===== config.mk =====
export PLATFORM = sky130hd
export DESIGN_NAME = alu_op_sequencer_flat
export DESIGN_NICKNAME = d
export VERILOG_FILES = /design/src/rtl/alu_op_sequencer_if.sv /design/src/rtl/alu_op_sequencer.sv /design/src/flat_wrapper.sv
export SDC_FILE = /design/constraint.sdc
export NUM_CORES = 1
export LEC_CHECK = 0
export CORE_AREA = 2 2 314 316
export CTS_CLUSTER_SIZE = 12
export DETAILED_ROUTE_END_ITERATION = 6
export DIE_AREA = 0 0 316 318
export DONT_BUFFER_PORTS = 1
export PLACE_DENSITY = 0.33
export SYNTH_ARGS = -nofsm -noshare
export SYNTH_HDL_FRONTEND = slang
export SYNTH_SLANG_ARGS = --single-unit

===== constraint.sdc =====
create_clock -name clk -period 4.75 [get_ports clk]
set_clock_uncertainty 0.2 [all_clocks]
set_input_delay 0.2375 -clock clk [delete_from_list [all_inputs] [get_ports clk]]
set_output_delay 0.2375 -clock clk [all_outputs]
set_load 0.02 [all_outputs]

===== src/rtl/alu_op_sequencer_if.sv =====
// rtl/alu_op_sequencer_if.sv - command/response handshake bundle for alu_op_sequencer
interface alu_op_sequencer_if #(
    parameter int DWIDTH = 128
);
    logic              cmd_valid;
    logic              cmd_ready;
    logic [DWIDTH-1:0] cmd_op1;
    logic [DWIDTH-1:0] cmd_op2;
    logic [2:0]        cmd_opsel;
    logic              cmd_mode;
    logic              rsp_valid;
    logic              rsp_ready;
    logic [DWIDTH-1:0] rsp_result;
    logic [3:0]        rsp_flags;

    modport master (
        output cmd_valid, cmd_op1, cmd_op2, cmd_opsel, cmd_mode, rsp_ready,
        input  cmd_ready, rsp_valid, rsp_result, rsp_flags
    );

    modport slave (
        input  cmd_valid, cmd_op1, cmd_op2, cmd_opsel, cmd_mode, rsp_ready,
        output cmd_ready, rsp_valid, rsp_result, rsp_flags
    );
endinterface


===== src/rtl/alu_op_sequencer.sv =====
// rtl/alu_op_sequencer.sv - drives one op onto the combinational ALU, waits SETTLE cycles, returns result/flags
module alu_op_sequencer #(
    parameter int DWIDTH = 128,
    parameter int SETTLE = 2,
    parameter int CWIDTH = 16
) (
    input  logic               clk,
    input  logic               rst_n,
    alu_op_sequencer_if.slave  bus,
    output logic [DWIDTH-1:0]  alu_op1,
    output logic [DWIDTH-1:0]  alu_op2,
    output logic [2:0]         alu_opsel,
    output logic               alu_mode,
    input  logic [DWIDTH-1:0]  alu_result,
    input  logic               alu_c,
    input  logic               alu_z,
    input  logic               alu_o,
    input  logic               alu_s,
    output logic               busy,
    output logic [CWIDTH-1:0]  op_count
);

    generate
        if (SETTLE < 1 || SETTLE > 15) begin : g_bad_settle
            $fatal(1, "alu_op_sequencer: SETTLE must be in 1..15");
        end
    endgenerate

    localparam logic [3:0] LP_CNT_INIT = 4'(SETTLE - 1);

    typedef enum logic [1:0] {S_IDLE, S_WAIT, S_RESP} state_t;

    state_t             r_state;
    state_t             w_next;
    logic               w_accept;
    logic               w_capture;
    logic               w_done;
    logic [3:0]         r_cnt;
    logic [DWIDTH-1:0]  r_alu_op1;
    logic [DWIDTH-1:0]  r_alu_op2;
    logic [2:0]         r_alu_opsel;
    logic               r_alu_mode;
    logic               r_rsp_valid;
    logic [DWIDTH-1:0]  r_rsp_result;
    logic [3:0]         r_rsp_flags;
    logic [CWIDTH-1:0]  r_op_count;

    always_ff @(posedge clk or negedge rst_n) begin
        if (!rst_n) r_state <= S_IDLE;
        else        r_state <= w_next;
    end

    always_comb begin
        w_next    = r_state;
        w_accept  = 1'b0;
        w_capture = 1'b0;
        w_done    = 1'b0;
        case (r_state)
            S_IDLE: if (bus.cmd_valid) begin
                w_accept = 1'b1;
                w_next   = S_WAIT;
            end
            S_WAIT: if (r_cnt == 4'd0) begin
                w_capture = 1'b1;
                w_next    = S_RESP;
            end
            S_RESP: if (bus.rsp_ready) begin
                w_done = 1'b1;
                w_next = S_IDLE;
            end
            default: w_next = S_IDLE;
        endcase
    end

    // ALU drive and response registers hold their values between operations
    always_ff @(posedge clk or negedge rst_n) begin
        if (!rst_n) begin
            r_cnt        <= '0;
            r_alu_op1    <= '0;
            r_alu_op2    <= '0;
            r_alu_opsel  <= '0;
            r_alu_mode   <= 1'b0;
            r_rsp_valid  <= 1'b0;
            r_rsp_result <= '0;
            r_rsp_flags  <= '0;
            r_op_count   <= '0;
        end else begin
            if (w_accept) begin
                r_alu_op1   <= bus.cmd_op1;
                r_alu_op2   <= bus.cmd_op2;
                r_alu_opsel <= bus.cmd_opsel;
                r_alu_mode  <= bus.cmd_mode;
                r_cnt       <= LP_CNT_INIT;
            end else if (r_state == S_WAIT && r_cnt != 4'd0) begin
                r_cnt <= r_cnt - 4'd1;
            end
            if (w_capture) begin
                r_rsp_result <= alu_result;
                r_rsp_flags  <= {alu_c, alu_z, alu_o, alu_s};
                r_rsp_valid  <= 1'b1;
            end
            if (w_done) begin
                r_rsp_valid <= 1'b0;
                r_op_count  <= r_op_count + 1'b1;
            end
        end
    end

    assign bus.cmd_ready  = (r_state == S_IDLE);
    assign bus.rsp_valid  = r_rsp_valid;
    assign bus.rsp_result = r_rsp_result;
    assign bus.rsp_flags  = r_rsp_flags;
    assign alu_op1        = r_alu_op1;
    assign alu_op2        = r_alu_op2;
    assign alu_opsel      = r_alu_opsel;
    assign alu_mode       = r_alu_mode;
    assign busy           = (r_state != S_IDLE);
    assign op_count       = r_op_count;

endmodule


===== src/flat_wrapper.sv =====
// flat-port wrapper written by rule: the top's interface ports become plain ports
module alu_op_sequencer_flat 
#(
    parameter int DWIDTH = 128,
    parameter int SETTLE = 2,
    parameter int CWIDTH = 16
)
  (clk, rst_n, alu_op1, alu_op2, alu_opsel, alu_mode, alu_result, alu_c, alu_z, alu_o, alu_s, busy, op_count, bus_cmd_valid, bus_cmd_op1, bus_cmd_op2, bus_cmd_opsel, bus_cmd_mode, bus_rsp_ready, bus_cmd_ready, bus_rsp_valid, bus_rsp_result, bus_rsp_flags);
  alu_op_sequencer_if #(.DWIDTH(DWIDTH)) bus_i ();
  input  logic clk;
  input  logic rst_n;
  output logic [DWIDTH-1:0] alu_op1;
  output logic [DWIDTH-1:0] alu_op2;
  output logic [2:0] alu_opsel;
  output logic alu_mode;
  input  logic [DWIDTH-1:0] alu_result;
  input  logic alu_c;
  input  logic alu_z;
  input  logic alu_o;
  input  logic alu_s;
  output logic busy;
  output logic [CWIDTH-1:0] op_count;
  input wire logic [$bits(bus_i.cmd_valid)-1:0] bus_cmd_valid;
  input wire logic [$bits(bus_i.cmd_op1)-1:0] bus_cmd_op1;
  input wire logic [$bits(bus_i.cmd_op2)-1:0] bus_cmd_op2;
  input wire logic [$bits(bus_i.cmd_opsel)-1:0] bus_cmd_opsel;
  input wire logic [$bits(bus_i.cmd_mode)-1:0] bus_cmd_mode;
  input wire logic [$bits(bus_i.rsp_ready)-1:0] bus_rsp_ready;
  output wire logic [$bits(bus_i.cmd_ready)-1:0] bus_cmd_ready;
  output wire logic [$bits(bus_i.rsp_valid)-1:0] bus_rsp_valid;
  output wire logic [$bits(bus_i.rsp_result)-1:0] bus_rsp_result;
  output wire logic [$bits(bus_i.rsp_flags)-1:0] bus_rsp_flags;
  assign bus_i.cmd_valid = bus_cmd_valid;
  assign bus_i.cmd_op1 = bus_cmd_op1;
  assign bus_i.cmd_op2 = bus_cmd_op2;
  assign bus_i.cmd_opsel = bus_cmd_opsel;
  assign bus_i.cmd_mode = bus_cmd_mode;
  assign bus_i.rsp_ready = bus_rsp_ready;
  assign bus_cmd_ready = bus_i.cmd_ready;
  assign bus_rsp_valid = bus_i.rsp_valid;
  assign bus_rsp_result = bus_i.rsp_result;
  assign bus_rsp_flags = bus_i.rsp_flags;
  alu_op_sequencer #(.DWIDTH(DWIDTH), .SETTLE(SETTLE), .CWIDTH(CWIDTH)) u_core (.clk(clk), .rst_n(rst_n), .bus(bus_i), .alu_op1(alu_op1), .alu_op2(alu_op2), .alu_opsel(alu_opsel), .alu_mode(alu_mode), .alu_result(alu_result), .alu_c(alu_c), .alu_z(alu_z), .alu_o(alu_o), .alu_s(alu_s), .busy(busy), .op_count(op_count));
endmodule

==> impl_results.md <==
* Residual DRC at 0
* Vias in the first global route at 12700
* Critical path arrival at 3.06 ns
* Distinct cells, synth at 30
* Hold Path Class: in -> async
* Startpoint Class: register
* Crit end category: register
* Post-DR wirelength/cell at 15.8 um
* FP Rows at 115
* Clock tree buffer depth at 3
* Synth Instances at 1472
* Top-area cell type share of the netlist area at 66.4%
* Final setup violating endpoints at 0
* Placer Congestion at 0.782
* GRT Total Usage at 9.63%
* Status: finished, violations left
* EDFF count, synth at 0
* Post-CTS sizing at 0
* Slew @ Worst Pin at 0.872 ns
* CTS tree: yes
* Area grow syn2layout at 45.7%
* R2R Setup Slk at 2.01 ns
* Via count at 11600
* Power Density at 680 nW/um^2
* Register area share after synthesis at 66.4%
* Hold buffers post-CTS at 426
* Fraction of registers with async set/reset at 100%
* Worst Path Required at 5.07 ns
* Post-route clock period utilization at 57.8%
* Worst-Skew Late Latency at 0.58 ns
* Synth Net Count at 1871
* Cells along the critical path: nor2_1 -> and2_4 -> buf_12 -> nand2_1 -> nand2_1
* Reg power frac at 56.3%
* I/O pin count at 807
* Global-route wire length before repair at 75.9 mm
* Synth cell count leaders: nand2_1, dfrtp_1, mux2_2
* FMAX at 364 MHz
* Vias per std cell at 3.62
* Placed instance count at 2696
* Max_cap viols at 0
* Starting Density at 16.1%
* Largest area contributor in the netlist: dfrtp_1
* Finished Layout Cells at 3206
* Post-route ant nets at 0
* Initial DRC count at 539
* Leakage at 10.6 nW
* Routed wire length at 50.5 mm
* Drt first pass iters at 4
* Failing checks: negative hold slack
* Nets@finish at 2284
* Clock share of power at 23.1%
* FF+latch count, synth at 415
* Clock Sinks at 415
* Period minus WS final at 2.74 ns
* Worst path max stage delay at 0.62 ns
* Final setup TNS at 0 ns
* Post-CTS Setup Inserts at 0
* Number of CTS-inserted buffers at 48
* Top cells by area, synth: dfrtp_1, nand2_1, mux2_2
* Synth Warn # at 0
* Max FO, Critical Path at 95
* Total number of H-tree levels at 2
* Area of the mapped netlist at 15700 um^2
* Int Power at 8.81 mW
* Die Wd at 316 um
* Combinational Power Share at 20.6%
* IO Port Bufs at 0
* Setup CP Type: reg -> reg
* Final hold violations at 415
* Slew headroom at 41.8%
* WP buf/inv at 1
* Delay-heaviest family, CP: simple AND/OR/NAND/NOR gates
* Syn Area/Cell at 10.6 um^2
* Hold_ws at -0.844 ns
* RSZ-0062 raised after global routing: no
* Remaining Overflow, GRT at 0
* CP max stage cell: and2_4
* Fill count at 10400
* Peak supply drop at 237 uV
* Clock root buffer: clkbuf_16
* Predominant post-synthesis flop cell: dfrtp_1
* Pin count of the biggest net entering global routing at 416
* Clk pin slew, worst setup/hold paths at 0.06 ns
* N_diodes at 0
* Psw at 6.69 mW
* Final Max Slew Viols at 0
* Most common cell in the netlist: nand2_1
* Core region area at 97400 um^2
* Most used cell, CP: nand2_1
* Hpwl dp at 34.9 mm
* Initial antenna violation count at 0
* Layout cell share with drive strength beyond 1 at 8.18%
* Switching fraction of total power at 43.2%
* Chip Height at 318 um
* Die ar. at 100000 um^2
[per-layer routing]
layer / routed length, um / GRT usage [%] / vias to the layer above
met5: 0 / 0 / -
li1: - / - / 5408
met1: 18800 / 10.2 / 5563
met2: 25300 / 17.3 / 540
met4: 1730 / 3.68 / 0
met3: 4740 / 3.44 / 98
[stage by stage]
stage | total power [mW] | cell area (um^2) | util [%] | hold WS, ns | setup slack (ns)
6_report | 15.5 | 22800 | 23.4 | -0.844 | 2.01
2_1_floorplan | 10.5 | 15700 | - | -0.258 | 2.89
5_1_grt | 16.5 | 22800 | 23.4 | -0.913 | 1.81
4_1_cts | 15.8 | 22800 | 23.4 | -0.916 | 1.99
3_3_place_gp | 11.6 | 17000 | 17.5 | -0.246 | 2.05
3_5_place_dp | 11.7 | 17000 | 17.5 | -0.249 | 2.01
[placed cells by master (no fill, tap or decap), types with 2 or more instances in the layout]
| master | Yosys | layout |
|---|---|---|
| a21oi_1 | 2 | 2 |
| buf_12 | 0 | 5 |
| buf_4 | 1 | 4 |
| bufinv_16 | 0 | 2 |
| clkbuf_1 | 18 | 17 |
| clkbuf_16 | 0 | 49 |
| clkbuf_8 | 0 | 8 |
| clkinv_2 | 0 | 7 |
| dfrtp_1 | 415 | 415 |
| dlygate4sd3_1 | 0 | 426 |
| ha_1 | 3 | 3 |
| inv_1 | 4 | 4 |
| mux2_1 | 58 | 58 |
| mux2_2 | 74 | 74 |
| nand2_1 | 792 | 791 |
| nand3_1 | 8 | 8 |
| nand4_1 | 5 | 5 |
| nor2_1 | 5 | 5 |
| nor3_1 | 3 | 3 |
| nor4_2 | 2 | 2 |
| xnor2_1 | 12 | 12 |
| xor2_1 | 6 | 6 |
[state kept, by name, summed over array words and instances (netlist names), 2 cells and up]
name / flops
u_core.bus.rsp_flags: 4
u_core.alu_op2: 128
u_core.r_state: 2
u_core.alu_op1: 128
u_core.alu_opsel: 3
u_core.r_cnt: 4
u_core.op_count: 16
u_core.bus.rsp_result: 128
[kinds of logic after synthesis]
logic type               after synthesis  synth area share (%)
AND/OR/NAND/NOR                      825                  20.3
XOR/XNOR                              18                  1.01
multiplexers                         132                  9.50
adder cells (fa/ha/maj)                3                 0.240
buffers and inverters                 76                  2.49
AO/OA/AOI/OAI                          3                0.0959
flip-flops                           415                  66.4
[area by class of cell]
type	instances	area, um^2	share of cell area (%)
Multi-Input combinational cell	981	4890	21.5
Inverter	4	15.0	0.0658
Tap cell	1287	1610	7.06
Clock inverter	10	104	0.455
Sequential cell	415	10400	45.5
Clock buffer	74	1400	6.14
Timing Repair Buffer	435	4390	19.3
[final timing paths]
kind | startpoint | end | cells past startpoint
max | u_core.r_state[0] | u_core.alu_op1[110] | 5
min | rst_n | u_core.bus.rsp_result[104] | 0
max reg2reg | u_core.r_state[0] | u_core.alu_op1[110] | 5
max in group asynchronous | rst_n | u_core.alu_op1[9] | 0
min reg2reg | u_core.r_cnt[1] | u_core.r_cnt[1] | 2
min in group clk | bus_cmd_op1[3] | u_core.alu_op1[3] | 3
[power groups by stage]
stage                     Combinational (mW)  Sequential [mW]  Clock, mW
final                                   3.19             8.73       3.59
after CTS                               3.24             8.78       3.75
after global placement                  2.78             8.86          0
after floorplan                         2.38             8.13          0
after global routing                    3.68             8.94       3.92
after detailed placement                2.91             8.80          0
[worst reg2reg max path, cell delays in order, from the launching register on]
cell and delay [ns]:
dfrtp_1 0.41, nor2_1 0.61, and2_4 0.62, buf_12 0.38
nand2_1 0.36, nand2_1 0.09
Power figures use the tool's default switching activity.
